$ cat config.mk
export PLATFORM = sky130hd
export DESIGN_NAME = matrix_store_unit
export DESIGN_NICKNAME = d
export VERILOG_FILES = /design/src/rtl/matrix_pkg.sv /design/src/rtl/matrix_sat.sv /design/src/rtl/matrix_store_unit.sv
export SDC_FILE = /design/constraint.sdc
export NUM_CORES = 1
export LEC_CHECK = 0
export ABC_AREA = 1
export CORE_MARGIN = 2
export CORE_UTILIZATION = 53
export DETAILED_ROUTE_END_ITERATION = 8
export PLACE_DENSITY = 0.85
export SYNTH_ARGS = -nofsm -noshare
export SYNTH_HDL_FRONTEND = slang
export SYNTH_HIERARCHICAL = 1
export SYNTH_SLANG_ARGS = --single-unit
$ cat constraint.sdc
create_clock -name clk -period 30.4 [get_ports clk]
set_input_delay 6.08 -clock clk [delete_from_list [all_inputs] [get_ports clk]]
set_output_delay 6.08 -clock clk [all_outputs]
set_load 0.01 [all_outputs]
$ cat src/rtl/matrix_pkg.sv
// Shared definitions for the 3x3 matrix datapath: element counts, operand width,
// FSM state encoding and the 9-word buffer type.
package matrix_pkg;

  localparam int MAT_ELEMS   = 9;
  localparam int OPERAND_W   = 13;
  localparam int RESULT_BASE = 64;
  localparam int MAT_DATA_W  = 32;

  typedef enum logic [1:0] {
    IDLE  = 2'd0,
    WRITE = 2'd1,
    DONE  = 2'd2
  } state_t;

  typedef logic [MAT_DATA_W-1:0] mat_buf_t [MAT_ELEMS];

endpackage

$ cat src/rtl/matrix_sat.sv
// Combinational signed saturate of a DATA_W word to the OPERAND_W operand range,
// sign-extended back to DATA_W.
module matrix_sat
  import matrix_pkg::*;
#(
  parameter int DATA_W = 32
) (
  input  logic [DATA_W-1:0] d_i,
  output logic [DATA_W-1:0] q_o
);

  localparam int HI_W = DATA_W - OPERAND_W + 1;

  logic sign_w;
  logic in_range_w;

  assign sign_w = d_i[DATA_W-1];
  // In range when every bit above the operand's magnitude field copies the sign.
  assign in_range_w = (d_i[DATA_W-1:OPERAND_W-1] == {HI_W{sign_w}});

  always_comb begin
    if (in_range_w) begin
      q_o = d_i;
    end else if (sign_w) begin
      q_o = {{HI_W{1'b1}}, {(OPERAND_W-1){1'b0}}};
    end else begin
      q_o = {{HI_W{1'b0}}, {(OPERAND_W-1){1'b1}}};
    end
  end

endmodule

$ cat src/rtl/matrix_store_unit.sv
// Captures the 3x3 result matrix on store_start and streams it to data memory as nine
// granted writes at descending addresses. MATRIX_STORE_SAT_EN saturates words to 13-bit operands.
module matrix_store_unit
  import matrix_pkg::*;
#(
  parameter int DATA_W   = 32,
  parameter int ADDR_W   = 10,
  parameter int MIN_BASE = 8
) (
  input  logic              clk,
  input  logic              reset,
  input  logic              store_start,
  input  logic [ADDR_W-1:0] store_base_addr,
  input  logic [DATA_W-1:0] R_11,
  input  logic [DATA_W-1:0] R_12,
  input  logic [DATA_W-1:0] R_13,
  input  logic [DATA_W-1:0] R_21,
  input  logic [DATA_W-1:0] R_22,
  input  logic [DATA_W-1:0] R_23,
  input  logic [DATA_W-1:0] R_31,
  input  logic [DATA_W-1:0] R_32,
  input  logic [DATA_W-1:0] R_33,
  input  logic              mem_grant,
  output logic              mem_write_req,
  output logic [ADDR_W-1:0] mem_addr,
  output logic [DATA_W-1:0] mem_wdata,
  output logic              busy,
  output logic              done_storing,
  output logic              store_err
);

  typedef logic [DATA_W-1:0] word_t;

  localparam logic [3:0] LAST_K = 4'(MAT_ELEMS - 1);

  word_t raw_w [MAT_ELEMS];
  word_t cap_w [MAT_ELEMS];

  assign raw_w[0] = R_11;
  assign raw_w[1] = R_12;
  assign raw_w[2] = R_13;
  assign raw_w[3] = R_21;
  assign raw_w[4] = R_22;
  assign raw_w[5] = R_23;
  assign raw_w[6] = R_31;
  assign raw_w[7] = R_32;
  assign raw_w[8] = R_33;

`ifdef MATRIX_STORE_SAT_EN
  for (genvar gi = 0; gi < MAT_ELEMS; gi++) begin : g_sat
    matrix_sat #(.DATA_W(DATA_W)) u_sat (
      .d_i (raw_w[gi]),
      .q_o (cap_w[gi])
    );
  end
`else
  assign cap_w = raw_w;
`endif

  state_t            state_q, state_d;
  logic [3:0]        k_q, k_d;
  logic [3:0]        k_nxt_w;
  logic [ADDR_W-1:0] base_q, base_d;
  logic [ADDR_W-1:0] addr_q, addr_d;
  word_t             wdata_q, wdata_d;
  word_t             buf_q [MAT_ELEMS];
  word_t             buf_d [MAT_ELEMS];
  logic              req_q, req_d;
  logic              busy_q, busy_d;
  logic              done_q, done_d;
  logic              err_q, err_d;
  logic              start_ok_w;

  assign start_ok_w = (store_base_addr >= ADDR_W'(MIN_BASE));
  assign k_nxt_w    = k_q + 4'd1;

  always_comb begin
    state_d = state_q;
    k_d     = k_q;
    base_d  = base_q;
    addr_d  = addr_q;
    wdata_d = wdata_q;
    buf_d   = buf_q;
    req_d   = req_q;
    busy_d  = busy_q;
    done_d  = 1'b0;
    err_d   = 1'b0;
    case (state_q)
      IDLE: begin
        if (store_start) begin
          if (start_ok_w) begin
            buf_d   = cap_w;
            base_d  = store_base_addr;
            k_d     = 4'd0;
            addr_d  = store_base_addr;
            wdata_d = cap_w[0];
            req_d   = 1'b1;
            busy_d  = 1'b1;
            state_d = WRITE;
          end else begin
            err_d = 1'b1;
          end
        end
      end
      WRITE: begin
        // Without a grant the request and its address/data simply hold.
        if (mem_grant) begin
          if (k_q == LAST_K) begin
            req_d   = 1'b0;
            done_d  = 1'b1;
            state_d = DONE;
          end else begin
            k_d     = k_nxt_w;
            addr_d  = base_q - ADDR_W'(k_nxt_w);
            wdata_d = buf_q[k_nxt_w];
          end
        end
      end
      DONE: begin
        busy_d  = 1'b0;
        state_d = IDLE;
      end
      default: begin
        req_d   = 1'b0;
        busy_d  = 1'b0;
        state_d = IDLE;
      end
    endcase
  end

  always_ff @(posedge clk) begin
    if (reset) begin
      state_q <= IDLE;
      k_q     <= 4'd0;
      base_q  <= '0;
      addr_q  <= '0;
      wdata_q <= '0;
      req_q   <= 1'b0;
      busy_q  <= 1'b0;
      done_q  <= 1'b0;
      err_q   <= 1'b0;
    end else begin
      state_q <= state_d;
      k_q     <= k_d;
      base_q  <= base_d;
      addr_q  <= addr_d;
      wdata_q <= wdata_d;
      req_q   <= req_d;
      busy_q  <= busy_d;
      done_q  <= done_d;
      err_q   <= err_d;
    end
  end

  always_ff @(posedge clk) begin
    buf_q <= buf_d;
  end

  assign mem_write_req = req_q;
  assign mem_addr      = addr_q;
  assign mem_wdata     = wdata_q;
  assign busy          = busy_q;
  assign done_storing  = done_q;
  assign store_err     = err_q;

endmodule

## Word-level counts from Yosys, hierarchy flattened

Cells that the tools add are included.

| storage, ports and cells | value |
|---|---|
| bits in registers | 350 |
| output and inout port bits | 46 |
| input port bits | 302 |
| logic and storage cells | 76 |

| operators by class | value |
|---|---|
| mux-type cells | 31 |
| bitwise operators | 6 |
| $add $sub $neg | 2 |
| reductions and logical operators | 9 |
| equal/unequal tests | 8 |
| $lt $le $gt $ge | 2 |

Operators with widths:

| cell | count |
|---|---|
| 32-bit two-way mux | 6 |
| 32-bit binary-select mux with 4-bit select | 1 |
| 32-bit case mux with 2 select lines | 1 |
| 10-bit two-way mux | 4 |
| 10-bit case mux with 2 select lines | 1 |
| 4-bit two-way mux | 4 |
| 10-bit by 4-bit greater-or-equal comparator with 1-bit output (second input constant) | 1 |
| 2-bit != test (second input constant) | 5 |
| 5-bit AND reduction | 2 |
| 10-bit by 4-bit subtractor with 10-bit output | 1 |
| 2-bit two-way mux | 4 |
| 4-bit case mux with 2 select lines | 1 |
| 1-bit two-way mux | 6 |
| 3-bit AND reduction | 2 |
| 3-bit OR reduction | 2 |
| 5-bit greater-or-equal comparator (second input constant) | 1 |
| 1-bit inverter | 5 |
| 4-bit inverter with 5-bit output | 1 |
| 4-bit by 1-bit adder with 4-bit output (second input constant) | 1 |
| 4-bit equality test (second input constant) | 1 |
| 2-bit case mux with 2 select lines | 1 |
| 4-bit AND reduction | 1 |
| 1-bit case mux with 3 select lines | 1 |
| 2-bit by 1-bit equality test with 1-bit output (second input constant) | 1 |
| other kinds (4) | 4 |

## Longest topological paths before layout

| depth | value |
|---|---|
| word-level depth | 8 |
| gate-level depth with buffers | 19 |
| depth with buffers taken out | 15 |

## Worst setup path after synthesis

Ideal clock, no wire load.

| timing path | value |
|---|---|
| kind | in2reg |
| start | input store_base_addr[9] |
| end | register base_q[0] |
| path slack | 14038 ps |
| stages | 7 |
| required time | 30263 ps |
| library setup time | 137 ps |
| buffers on the path | 0 |
| data arrival time | 16225 ps |
| cells stage by stage | nor2_1 -> nand4_1 -> nand2_1 -> nor2_2 -> clkinv_1 -> o21ai_0 -> a21oi_1 |

| on the way | value |
|---|---|
| word-level cells in the longest chain between the ends | 2 |

RTL lines:

| item | RTL line | text |
|---|---|---|
| start: declaration | matrix_store_unit.sv:13 | `input logic [ADDR_W-1:0] store_base_addr,` |
| 10-bit by 4-bit greater-or-equal comparator with 1-bit output | matrix_store_unit.sv:74 | `assign start_ok_w = (store_base_addr >= ADDR_W'(MIN_BASE));` |
| 3-bit AND reduction (no source line) | - |  |
| end signal: assignment | matrix_store_unit.sv:145 | `base_q <= base_d;` |
| end: declaration | matrix_store_unit.sv:63 | `logic [ADDR_W-1:0] base_q, base_d;` |

No other way between the ends.
A chain may end at the register's enable or synchronous reset.

## Worst setup path after layout

| timing path | value |
|---|---|
| start | input store_base_addr[8] |
| end | register buf_q[140] (netlist name) (enable) |

| on the way | value |
|---|---|
| word-level cells in the longest chain between the ends | 2 |

RTL lines:

| item | RTL line | text |
|---|---|---|
| 10-bit by 4-bit greater-or-equal comparator with 1-bit output | matrix_store_unit.sv:74 |  |
| 3-bit AND reduction (no source line) | - |  |
| end signal: assignment | matrix_store_unit.sv:156 | `buf_q <= buf_d;` |
| end: declaration | matrix_store_unit.sv:66 | `word_t buf_q [MAT_ELEMS];` |

No other way between the ends.

==> flow_summary.toml <==
[synthesis]
yosys.area.top_type = "edfxtp_1"
netlist_instances = 1224
yosys_warnings = 6
synthDominantCellAreaShare_pct = 61.6
ys_types = 34
synth_top_family_by_area = "simple AND/OR/NAND/NOR gates"
synth-simple-area-share_pct = 13.1
synth.area.top_cells = "edfxtp_1 62%, dfxtp_1 8.8%, nor2_1 6.6%"
synth_compound_area_share_pct = 12.6
synth_area_per_cell_um2 = 11.5
synthXorXnorAreaFrac_pct = 0.0624
netlist_area_um2 = 14000
synth.mux.area_fraction_pct = 0
synth-adder-area-share_pct = 0.499
synth_seq_area_share_pct = 70.5
ys_ff_latch = 350
synth_nets = 1531

[cts]
clock_path_buffers = 3
clk_pin_slew_worst_paths_ps = 60
cts.sinks = 350
post_cts_buffers = 0
hold_buffers = 0
h-tree-depth = 2
cts_buffers = 37
tritoncts = "done"
cts-root-buf = "clkbuf_16"
post_cts_resize_count = 0
clock_latency_ps = 510

[detailed_routing]
first_iter_violations = 1243
drtAntennaViolNets = 0
vias_per_cell = 5.69
first_pass_iters = 5
wl_um = 39400
avgRoutedWirePerCell_um = 20.6
vias = 10900
remaining_drc_errors = 0

[grt]
grt_overflow_total = 0
grt_pass1_wl_um = 59600
grt_max_degree = 93
grt.total_usage_pct = 27.7
antenna_found_initial = 8
grt_pass1_vias = 10900

[cells_and_area]
postLayoutCellArea_um2 = 18900
final_common_cell = "clkdlybuf4s50_1"
mostFrequentLayoutCells = "346 x clkdlybuf4s50_1, 288 x edfxtp_1, 248 x nor2_1, 147 x o21ai_0, 140 x nand2_1"
n_fill_cell = 1691
syn_to_final_growth_pct = 34.8
nets = 1849
finalNonFillerCells = 1912
drive_gt1_share_pct = 5.41
fin_util_pct = 72.6
multi_input_area_um2 = 3700
register_area_um2 = 9890

[sta]
period_needed_ps = 9370
setup_ws_ps = 21030
setup_viol = 0
timing.final.crit_share_pct = 30.8
tns_ps = 0
max_freq_mhz = 107
tightest_slew_ps = 1210
drv_slew = 0
hold_viol = 0
finalClockSkew_ps = 9.79
rsz0062_at_grt = "false"
relSlewSlack_pct = 19.6

[floorplanning]
fp.dieH_um = 167
rows = 59
core_area_um2 = 26100
dieArea_um2 = 27800
ios = 348
initial_core_util_pct = 53.9
die_w_um = 167

[pwr]
internal-power_mw = 0.928
power.leakage_nw = 6.61
power.density_nw_per_um2 = 66.8
seqPwrFrac_pct = 46.4
pwr-share-clk_pct = 35.7
p_switching_mw = 0.336
swShare_pct = 26.6
vdd_drop_max_mv = 0.0567
p_comb_share_pct = 17.9

[worst_setup_path]
crit_type = "primary input to flip-flop"
crit_arrival_ps = 9510
crit_buf_inv = 4
start_kind = "primary input"
critPathCaptureType = "flip-flop"
cp.depth = 8
critPathSlowestCell = "buf_4"
cpMostUsedCell = "buf_4"
crit_path_start = "store_base_addr[8]"
r2r_cells = 7
r2r_start = "state_q[0]"
crit_path_max_fanout = 92
cp_cell_sequence = "clkdlybuf4s50_1 > nor2_1 > nand4_1 > nand2_1 > nor2_4 > buf_4 > buf_4 > buf_4"
cp_slowest_stage_delay_ps = 1010
critical-path-top-delay-family = "buffers and inverters"
crit_required_ps = 30540

[hold_path]
whs_path_depth = 2
min_from = "mem_addr[7]"
hp-class = "flip-flop to flip-flop"

[place]
dp_hpwl_um = 25000
placedCellCount = 1838
io_buffers = 347
place_ws_ps = 20550
gp_congestion = 0.866
placed_area_um2 = 17700

[status]
outcome = "complete, no violations"

[run]
drv_cap = 0
## power by group through the flow
stage / logic (mW) / clock network [mW] / registers (mW)
after floorplan: 0.126 / 0 / 0.599
after global placement: 0.216 / 0 / 0.594
after detailed placement: 0.224 / 0 / 0.596
after CTS: 0.226 / 0.455 / 0.587
after global routing: 0.248 / 0.475 / 0.591
final: 0.226 / 0.451 / 0.587
## worst register-to-register path, cell delays in order, from the launching register on
cell     delay [ps]
dfxtp_2        1080
nor2_1          170
nand4_1         190
nand2_1         130
nor2_4          100
buf_4           670
buf_4          1080
buf_4           720
## through the flow
stage	hold slack, ps	power (mW)
global route	484	1.31
detailed placement	454	0.820
floorplan	433	0.725
global placement	446	0.810
finish	461	1.26
CTS	463	1.27
## path summary, 6_finish.rpt
path / slack, ps / endpoint
min reg2reg: 460 / mem_addr[7]
max reg2reg: 25880 / buf_q[140]
max: 21030 / buf_q[140]
min: 460 / mem_addr[7]
## registers in the layout (all words and copies together) (netlist names), 2 cells and up
name,cells
mem_addr,10
mem_wdata,32
base_q,10
buf_q,288
state_q,2
k_q,4
## area by class of cell
class | count | area share (%)
antenna | 6 | 0.0794
clock buffer | 43 | 5.35
clock inverter | 25 | 1.10
inverter | 27 | 0.549
multi-input combinational | 767 | 19.6
sequential | 350 | 52.3
tap | 335 | 2.22
timing repair buffer | 359 | 18.8
## logic make-up (layout without fill, tap and decap cells)
| kind of cell | count (synthesis) | count (layout) |
|---|---|---|
| compound gates | 309 | 309 |
| fa+ha+maj | 5 | 5 |
| xor+xnor | 1 | 1 |
| buf+inv | 107 | 454 |
| other cells | 0 | 6 |
| flops | 350 | 350 |
| simple gates | 452 | 452 |
## synth_stat cells
library cell	count
nor2_4	1
nand4_4	1
xnor2_1	1
a311oi_1	1
nand3b_1	2
clkinv_1	1
clkbuf_1	45
o21ai_1	1
buf_4	3
nand3_1	45
buf_1	6
fa_1	1
nor2_1	248
buf_6	4
nor4_1	2
o211ai_1	64
nand2_2	1
edfxtp_1	288
a31oi_1	1
inv_1	22
ha_1	4
nand4_1	3
o22ai_1	33
dfxtp_1	62
nor2_2	1
nand2_1	142
nand3_2	1
o21ai_0	147
nor4_4	1
nor3_1	4
a211oi_1	4
a21oi_1	58
inv_2	4
buf_2	22
## per-layer routing
metal / track usage (%) / vias to the layer above / share of wire (%)
li1: - / 5043 / -
met1: 35.2 / 5120 / 38
met2: 46.5 / 607 / 49
met3: 5.63 / 108 / 8.8
met4: 11.9 / 2 / 3.9
met5: 0 / - / 0.020
No activity file was read; power rests on OpenSTA's default activity.
